<file path="config.mk">
export PLATFORM = sky130hd
export DESIGN_NAME = unified_mem_arbiter
export DESIGN_NICKNAME = d
export VERILOG_FILES = /design/src/rtl/unified_mem_arbiter.sv
export SDC_FILE = /design/constraint.sdc
export NUM_CORES = 1
export LEC_CHECK = 0
export ABC_AREA = 1
export CAP_MARGIN = 20
export CORE_MARGIN = 2
export CORE_UTILIZATION = 43
export DETAILED_ROUTE_END_ITERATION = 8
export PLACE_DENSITY_LB_ADDON = 0.12
export SETUP_SLACK_MARGIN = 0.3
export SYNTH_ARGS = -nofsm -noshare
export SYNTH_HDL_FRONTEND = slang
export SYNTH_SLANG_ARGS = --single-unit
</file>
<file path="constraint.sdc">
create_clock -name clock -period 1.5 [get_ports clock]
set_input_delay 0.3 -clock clock [delete_from_list [all_inputs] [get_ports clock]]
set_output_delay 0.3 -clock clock [all_outputs]
set_load 0.1 [all_outputs]
</file>
<file path="src/rtl/unified_mem_arbiter.sv">
// Round-robin arbiter and sequencer that shares one fixed-latency, single-ported memory
// between instruction fetch and data accesses, with one-cycle ready pulses and a pipeline stall.
module unified_mem_arbiter #(
    parameter int MEM_LATENCY = 2
) (
    input  logic        clock,
    input  logic        reset,
    input  logic        if_req,
    input  logic [31:0] if_addr,
    output logic        if_ready,
    output logic [31:0] if_rdata,
    input  logic        dm_read,
    input  logic        dm_write,
    input  logic [31:0] dm_addr,
    input  logic [31:0] dm_wdata,
    output logic        dm_ready,
    output logic [31:0] dm_rdata,
    output logic        stall,
    output logic        mem_en,
    output logic        mem_we,
    output logic [31:0] mem_addr,
    output logic [31:0] mem_wdata,
    input  logic [31:0] mem_rdata,
    output logic [1:0]  dbg_state
);

    // Handshake: a requester raises its request with stable address/data and holds it until
    // it sees its one-cycle ready pulse; dropping it earlier discards the result (flush).

    localparam int CNT_W = $clog2(MEM_LATENCY + 1);
    localparam logic [CNT_W-1:0] CNT_LOAD = CNT_W'(MEM_LATENCY);
    localparam logic [CNT_W-1:0] CNT_ONE  = CNT_W'(1);

    localparam logic [1:0] ST_IDLE  = 2'd0;
    localparam logic [1:0] ST_ISSUE = 2'd1;
    localparam logic [1:0] ST_WAIT  = 2'd2;
    localparam logic [1:0] ST_DONE  = 2'd3;

    localparam logic OWNER_IF = 1'b0;
    localparam logic OWNER_DM = 1'b1;

    logic [1:0]       state;
    logic             owner;
    logic             last_owner;
    logic [CNT_W-1:0] cnt;

    logic dm_req;
    logic grant_any;
    logic grant_dm;
    logic owner_req;

    assign dm_req    = dm_read | dm_write;
    assign grant_any = if_req | dm_req;
    assign owner_req = (owner == OWNER_DM) ? dm_req : if_req;
    assign dbg_state = state;

    // On a conflict the requester that did not win last time is served.
    always_comb begin
        grant_dm = 1'b0;
        if (dm_req && (!if_req || last_owner == OWNER_IF)) begin
            grant_dm = 1'b1;
        end
    end

    always_ff @(posedge clock) begin
        if (reset) begin
            state      <= ST_IDLE;
            owner      <= OWNER_IF;
            last_owner <= OWNER_IF;
            cnt        <= '0;
            mem_en     <= 1'b0;
            mem_we     <= 1'b0;
            mem_addr   <= '0;
            mem_wdata  <= '0;
            if_ready   <= 1'b0;
            dm_ready   <= 1'b0;
            if_rdata   <= '0;
            dm_rdata   <= '0;
        end else begin
            if_ready <= 1'b0;
            dm_ready <= 1'b0;
            case (state)
                ST_IDLE: begin
                    if (grant_any) begin
                        owner     <= grant_dm;
                        mem_addr  <= grant_dm ? dm_addr : if_addr;
                        mem_we    <= grant_dm & dm_write;
                        mem_wdata <= grant_dm ? dm_wdata : '0;
                        mem_en    <= 1'b1;
                        state     <= ST_ISSUE;
                    end
                end
                ST_ISSUE: begin
                    cnt    <= CNT_LOAD;
                    mem_en <= 1'b0;
                    state  <= ST_WAIT;
                end
                ST_WAIT: begin
                    cnt <= cnt - CNT_ONE;
                    if (cnt == CNT_ONE) begin
                        // A withdrawn request still finishes its memory access but returns nothing.
                        if (owner_req) begin
                            if (owner == OWNER_DM) begin
                                dm_ready <= 1'b1;
                                if (!mem_we) begin
                                    dm_rdata <= mem_rdata;
                                end
                            end else begin
                                if_ready <= 1'b1;
                                if_rdata <= mem_rdata;
                            end
                        end
                        last_owner <= owner;
                        state      <= ST_DONE;
                    end
                end
                ST_DONE: begin
                    state <= ST_IDLE;
                end
                default: begin
                    state <= ST_IDLE;
                end
            endcase
        end
    end

    assign stall = (if_req & ~if_ready) | (dm_req & ~dm_ready);

endmodule

</file>
==> flow_metrics.py, run 1 <==
metrics = {
    "die": {
        "core_rows": 43,
        "floorplan.initialDensity_pct": 44.3,
        "chipWidth_um": 124,
        "die-height_um": 124,
        "ios": 268,
    },
    "synth": {
        "synth-warning-count": 0,
        "post_synth_num_cell_types": 21,
        "postSynthNetCount": 1098,
        "synthCells": 958,
        "synth.yosys.seq_area_share_pct": 44.8,
        "synth_area_um2": 6170,
        "post_synth.cell_area_avg_um2": 6.44,
        "yosys_register_bits": 138,
    },
    "placement": {
        "dp.final_hpwl_um": 13500,
        "place_worst_setup_slack_ns": -0.298,
        "port-buffer-count": 267,
        "finalWeightedCongestion": 0.848,
    },
    "status": {
        "run_status": "aborted with a tool error",
        "first-error": "[ERROR DPL-0038] Utilization greater than 100%, impossible to legalize",
        "outcome.stop_stage": "5_1_grt",
    },
    "sta": {
        "globalroute.repair_timing.worst_endpoint": "dm_rdata[18]$_SDFFE_PP0P_/D",
        "worstEpCategory": "sequential cell input",
    },
    "clocking": {
        "cts_inserted_buffers": 17,
        "tritoncts_sinks": 138,
        "max-clock-path-buffers": 2,
        "root_buffer": "sky130_fd_sc_hd__clkbuf_16",
        "cts-htree-levels": 4,
    },
    "global_routing": {
        "largest_net_degree_at_the_start_of_global_routing": 53,
    },
}
per-stage QoR:
step                      util [%]  instance area (µm²)  std cells
after CTS                     92.3                12900       1478
after detailed placement      76.9                10700       1382
after global placement        76.9                10700       1382
after floorplan                  -                 6460        958
logic make-up after synthesis:
group	count (synthesis)	synth area share, %
AO/OA/AOI/OAI	76	6.31
adder cells (fa/ha/maj)	7	1.42
buffers and inverters	191	13.6
flip-flops	138	44.8
AND/OR/NAND/NOR	546	33.8
Yosys cell counts:
library cell               instances  area (µm²)
sky130_fd_sc_hd__o22ai_1           1        6.26
sky130_fd_sc_hd__nand3b_1          2        15.0
sky130_fd_sc_hd__a31oi_1           1        6.26
sky130_fd_sc_hd__nor2_4            2        22.5
sky130_fd_sc_hd__nand4_1           2        12.5
sky130_fd_sc_hd__nand2_1         271        1020
sky130_fd_sc_hd__buf_6             6        67.6
sky130_fd_sc_hd__a21oi_1          38         190
sky130_fd_sc_hd__inv_2             2        7.51
sky130_fd_sc_hd__a21oi_2           1        8.76
sky130_fd_sc_hd__dfxtp_1         138        2760
sky130_fd_sc_hd__nand3_1           2        10.0
sky130_fd_sc_hd__buf_4            15         113
sky130_fd_sc_hd__nand2_2           3        18.8
sky130_fd_sc_hd__inv_1           138         518
sky130_fd_sc_hd__clkbuf_1         12        45.0
sky130_fd_sc_hd__a211oi_1          1        7.51
sky130_fd_sc_hd__o21ai_0          34         170
sky130_fd_sc_hd__ha_1              7        87.6
sky130_fd_sc_hd__nor2_1          264         991
sky130_fd_sc_hd__buf_2            18        90.1
what timing repair did:
action | in CTS
hold buffers | 0
resized for setup | 213
setup endpoints to repair | 269
setup buffers | 46
pin swaps | 40
cloned | 18
==> run 2, diff against run 1 <==
CORE_UTILIZATION = 30   (was 43)
PLACE_DENSITY_LB_ADDON = 0.15   (was 0.12)
SETUP_SLACK_MARGIN = default   (was 0.3)
==> flow_metrics.py, run 2 <==
metrics = {
    "status": {
        "run_status": "completed",
    },
    "worst_setup_path": {
        "critical_path_required_ns": 1.20,
        "cell_by_cell_listing_of_the_critical_path": "o22ai_4, buf_12",
        "critPathMaxFanout": 2,
        "endpoint_kind": "primary output",
        "worstSetupPathType": "reg2out",
        "critPathMaxStageDelay_ns": 0.35,
        "slowest_stage": "sky130_fd_sc_hd__dfxtp_2",
        "critPathArrivalTime_ns": 1.15,
        "setup.worst_path.start_class": "flop",
    },
    "routing": {
        "routed_wire_length_per_instance_um": 13.3,
        "avgViaCountPerCell": 4.21,
        "drcViolationCount": 0,
        "first_pass_iters": 4,
        "drt_iter0_markers": 163,
        "antenna_left": 0,
        "vias": 6407,
        "wl_um": 20200,
    },
    "synth": {
        "post_synth_main_area_contributors": "sky130_fd_sc_hd__dfxtp_1, sky130_fd_sc_hd__nand2_1, sky130_fd_sc_hd__nor2_1",
        "synth.yosys.seq_area_share_pct": 44.8,
        "synth.cells.most_frequent": "sky130_fd_sc_hd__nand2_1, sky130_fd_sc_hd__nor2_1, sky130_fd_sc_hd__dfxtp_1, sky130_fd_sc_hd__inv_1, sky130_fd_sc_hd__a21oi_1",
        "post_synth.cell_area_avg_um2": 6.44,
        "post-synth-top-count-cell": "sky130_fd_sc_hd__nand2_1",
        "synthCells": 958,
        "synth_edf_count": 0,
        "synth-warning-count": 0,
        "post-synth-top-area-cell": "sky130_fd_sc_hd__dfxtp_1",
        "postSynth.topFlopCell": "sky130_fd_sc_hd__dfxtp_1",
        "post_synth_num_cell_types": 21,
        "synth_area_um2": 6170,
        "yosys.area.top_type_share_pct": 44.8,
        "postSynthNetCount": 1098,
        "postSynth.asyncResetShare_pct": 0,
        "yosys_register_bits": 138,
    },
    "finish": {
        "drive_above_1_share_pct": 19.1,
        "area.growth.synth_to_final_pct": 85.6,
        "num_antenna_cells": 0,
        "num-nets-final": 1379,
        "finalNonFillerCells": 1522,
        "mostFrequentLayoutCell": "sky130_fd_sc_hd__nand2_1",
        "layout.cells.most_common_list": "sky130_fd_sc_hd__nand2_1, sky130_fd_sc_hd__nor2_1, sky130_fd_sc_hd__buf_12",
        "fin_util_pct": 56.6,
    },
    "clocking": {
        "hold_buf_count_cts": 0,
        "max-clock-path-buffers": 2,
        "cts_tree": "built",
        "clock_latency_on_the_worst_skew_pair_ns": 0.43,
        "cts-htree-levels": 4,
        "clk_pin_slew_worst_setup_hold_paths_ns": 0.06,
        "tritoncts_sinks": 138,
        "root_buffer": "sky130_fd_sc_hd__clkbuf_16",
        "cts_inserted_buffers": 17,
    },
    "sta": {
        "setup-violations-final": 0,
        "worst_pin_slew_ns": 0.452,
        "finalMaxSlewViolations": 0,
        "final.setup_skew_ns": 0.0108,
        "timing.final.crit_share_pct": 96.7,
        "max_freq_mhz": 689,
        "max-slew-margin-rel_pct": 69.9,
        "rsz0062_at_grt": "yes",
        "finalCriticalPeriod_ns": 1.45,
        "report.final.hold_viol_count": 0,
    },
    "die": {
        "core_um2": 20200,
        "core_rows": 52,
        "ios": 268,
        "die_area_um2": 21700,
        "chipWidth_um": 147,
        "floorplan.initialDensity_pct": 30.5,
        "die-height_um": 147,
    },
    "pwr": {
        "share_comb_of_total_power_pct": 53.1,
        "peakVddDrop_mv": 1.07,
        "internal_power_w": 0.0104,
        "switching_power_as_a_share_of_total_power_pct": 46.4,
        "power_frac_clock_pct": 21.5,
        "power.density_cell_area_nw_per_um2": 1700,
        "leakage_nw": 5.14,
        "switchingPower_w": 0.00903,
        "pwr-share-seq_pct": 25.4,
    },
    "global_routing": {
        "globalRoute.totalOverflow": 0,
        "antenna_found_initial": 0,
        "global_route.usage.met3_pct": 7.59,
        "vias_in_the_first_global_route": 5907,
        "grt_first_pass_wirelength_um": 30200,
        "grt_util_met1_pct": 20.7,
        "grt_busiest_layer": "met2",
        "largest_net_degree_at_the_start_of_global_routing": 65,
        "globalRouteTotalUtil_pct": 17.6,
        "globalRouteMet2Util_pct": 29.1,
    },
    "placement": {
        "port-buffer-count": 267,
        "place.detailed.instances": 1480,
        "dp.final_hpwl_um": 14000,
        "finalWeightedCongestion": 0.763,
    },
    "job": {
        "maxCapViolations": 0,
    },
    "worst_hold_path": {
        "timing.hold.worst.class": "in2reg",
    },
}
-- run 2: cell counts after synthesis --
Identical to the previous run, type by type.
-- run 2: final cells by class --
| cell class | count | area [µm²] |
|---|---|---|
| Inverter | 140 | 531 |
| Tap cell | 270 | 338 |
| Multi-Input combinational cell | 629 | 2620 |
| Fill cell | 1898 | 8790 |
| Clock inverter | 15 | 155 |
| Timing Repair Buffer | 313 | 4600 |
| Sequential cell | 138 | 2780 |
| Clock buffer | 17 | 425 |
-- run 2: cell families after synthesis --
group | count (synthesis) | synth area share, %
fa+ha+maj | 7 | 1.42
flops | 138 | 44.8
buf+inv | 191 | 13.6
compound gates | 76 | 6.31
simple gates | 546 | 33.8
-- run 2: power groups by stage --
stage / Combinational, W / Clock, W / Sequential (W)
after CTS: 0.0102 / 0.00432 / 0.00495
after global placement: 0.0101 / 0 / 0.00500
after global routing: 0.0110 / 0.00448 / 0.00502
after detailed placement: 0.0101 / 0 / 0.00502
after floorplan: 0.00237 / 0 / 0.00888
final: 0.0103 / 0.00419 / 0.00494
-- run 2: final timing paths --
check | cells past startpoint | end | slack [ns] | startpoint
worst max-delay path | 2 | stall | 0.05 | if_ready
worst min-delay path | 5 | mem_wdata[21] | 0.48 | dm_wdata[21]
worst max register to register | 9 | dm_rdata[29] | 0.07 | dbg_state[0]
worst min register to register | 2 | last_owner | 0.49 | last_owner
-- run 2: worst max-delay path, delay by kind of cell (launching register included) --
family          cells  cell delay, ns
flops               1            0.35
buf+inv             1            0.20
compound gates      1            0.17
-- run 2: timing repair --
action	4_1_cts	5_1_grt
setup buffers	1	2
gates cloned	0	7
pin swaps	1	2
resized for setup	6	13
setup endpoints to repair	3	87
-- run 2: through the flow --
stage / power, W / setup TNS, ns / hold slack (ns) / cell area (µm²) / worst slack (ns)
4_1_cts: 0.0195 / 0 / 0.468 / 11200 / 0.0159
6_report: 0.0195 / 0 / 0.483 / 11400 / 0.0491
5_1_grt: 0.0205 / -0.0712 / 0.493 / 11400 / -0.0150
3_5_place_dp: 0.0152 / -32.43 / 0.472 / 10600 / -0.342
2_1_floorplan: 0.0113 / 0 / 0.439 / 6210 / 0.00982
3_3_place_gp: 0.0151 / -30.47 / 0.457 / 10600 / -0.347
-- run 2: routing by layer --
metal	up-vias	share of wire [%]
met5	-	0
met3	22	8.5
met2	193	48
met1	2821	42
li1	3371	-
met4	0	1.6
Power figures use the tool's default switching activity.
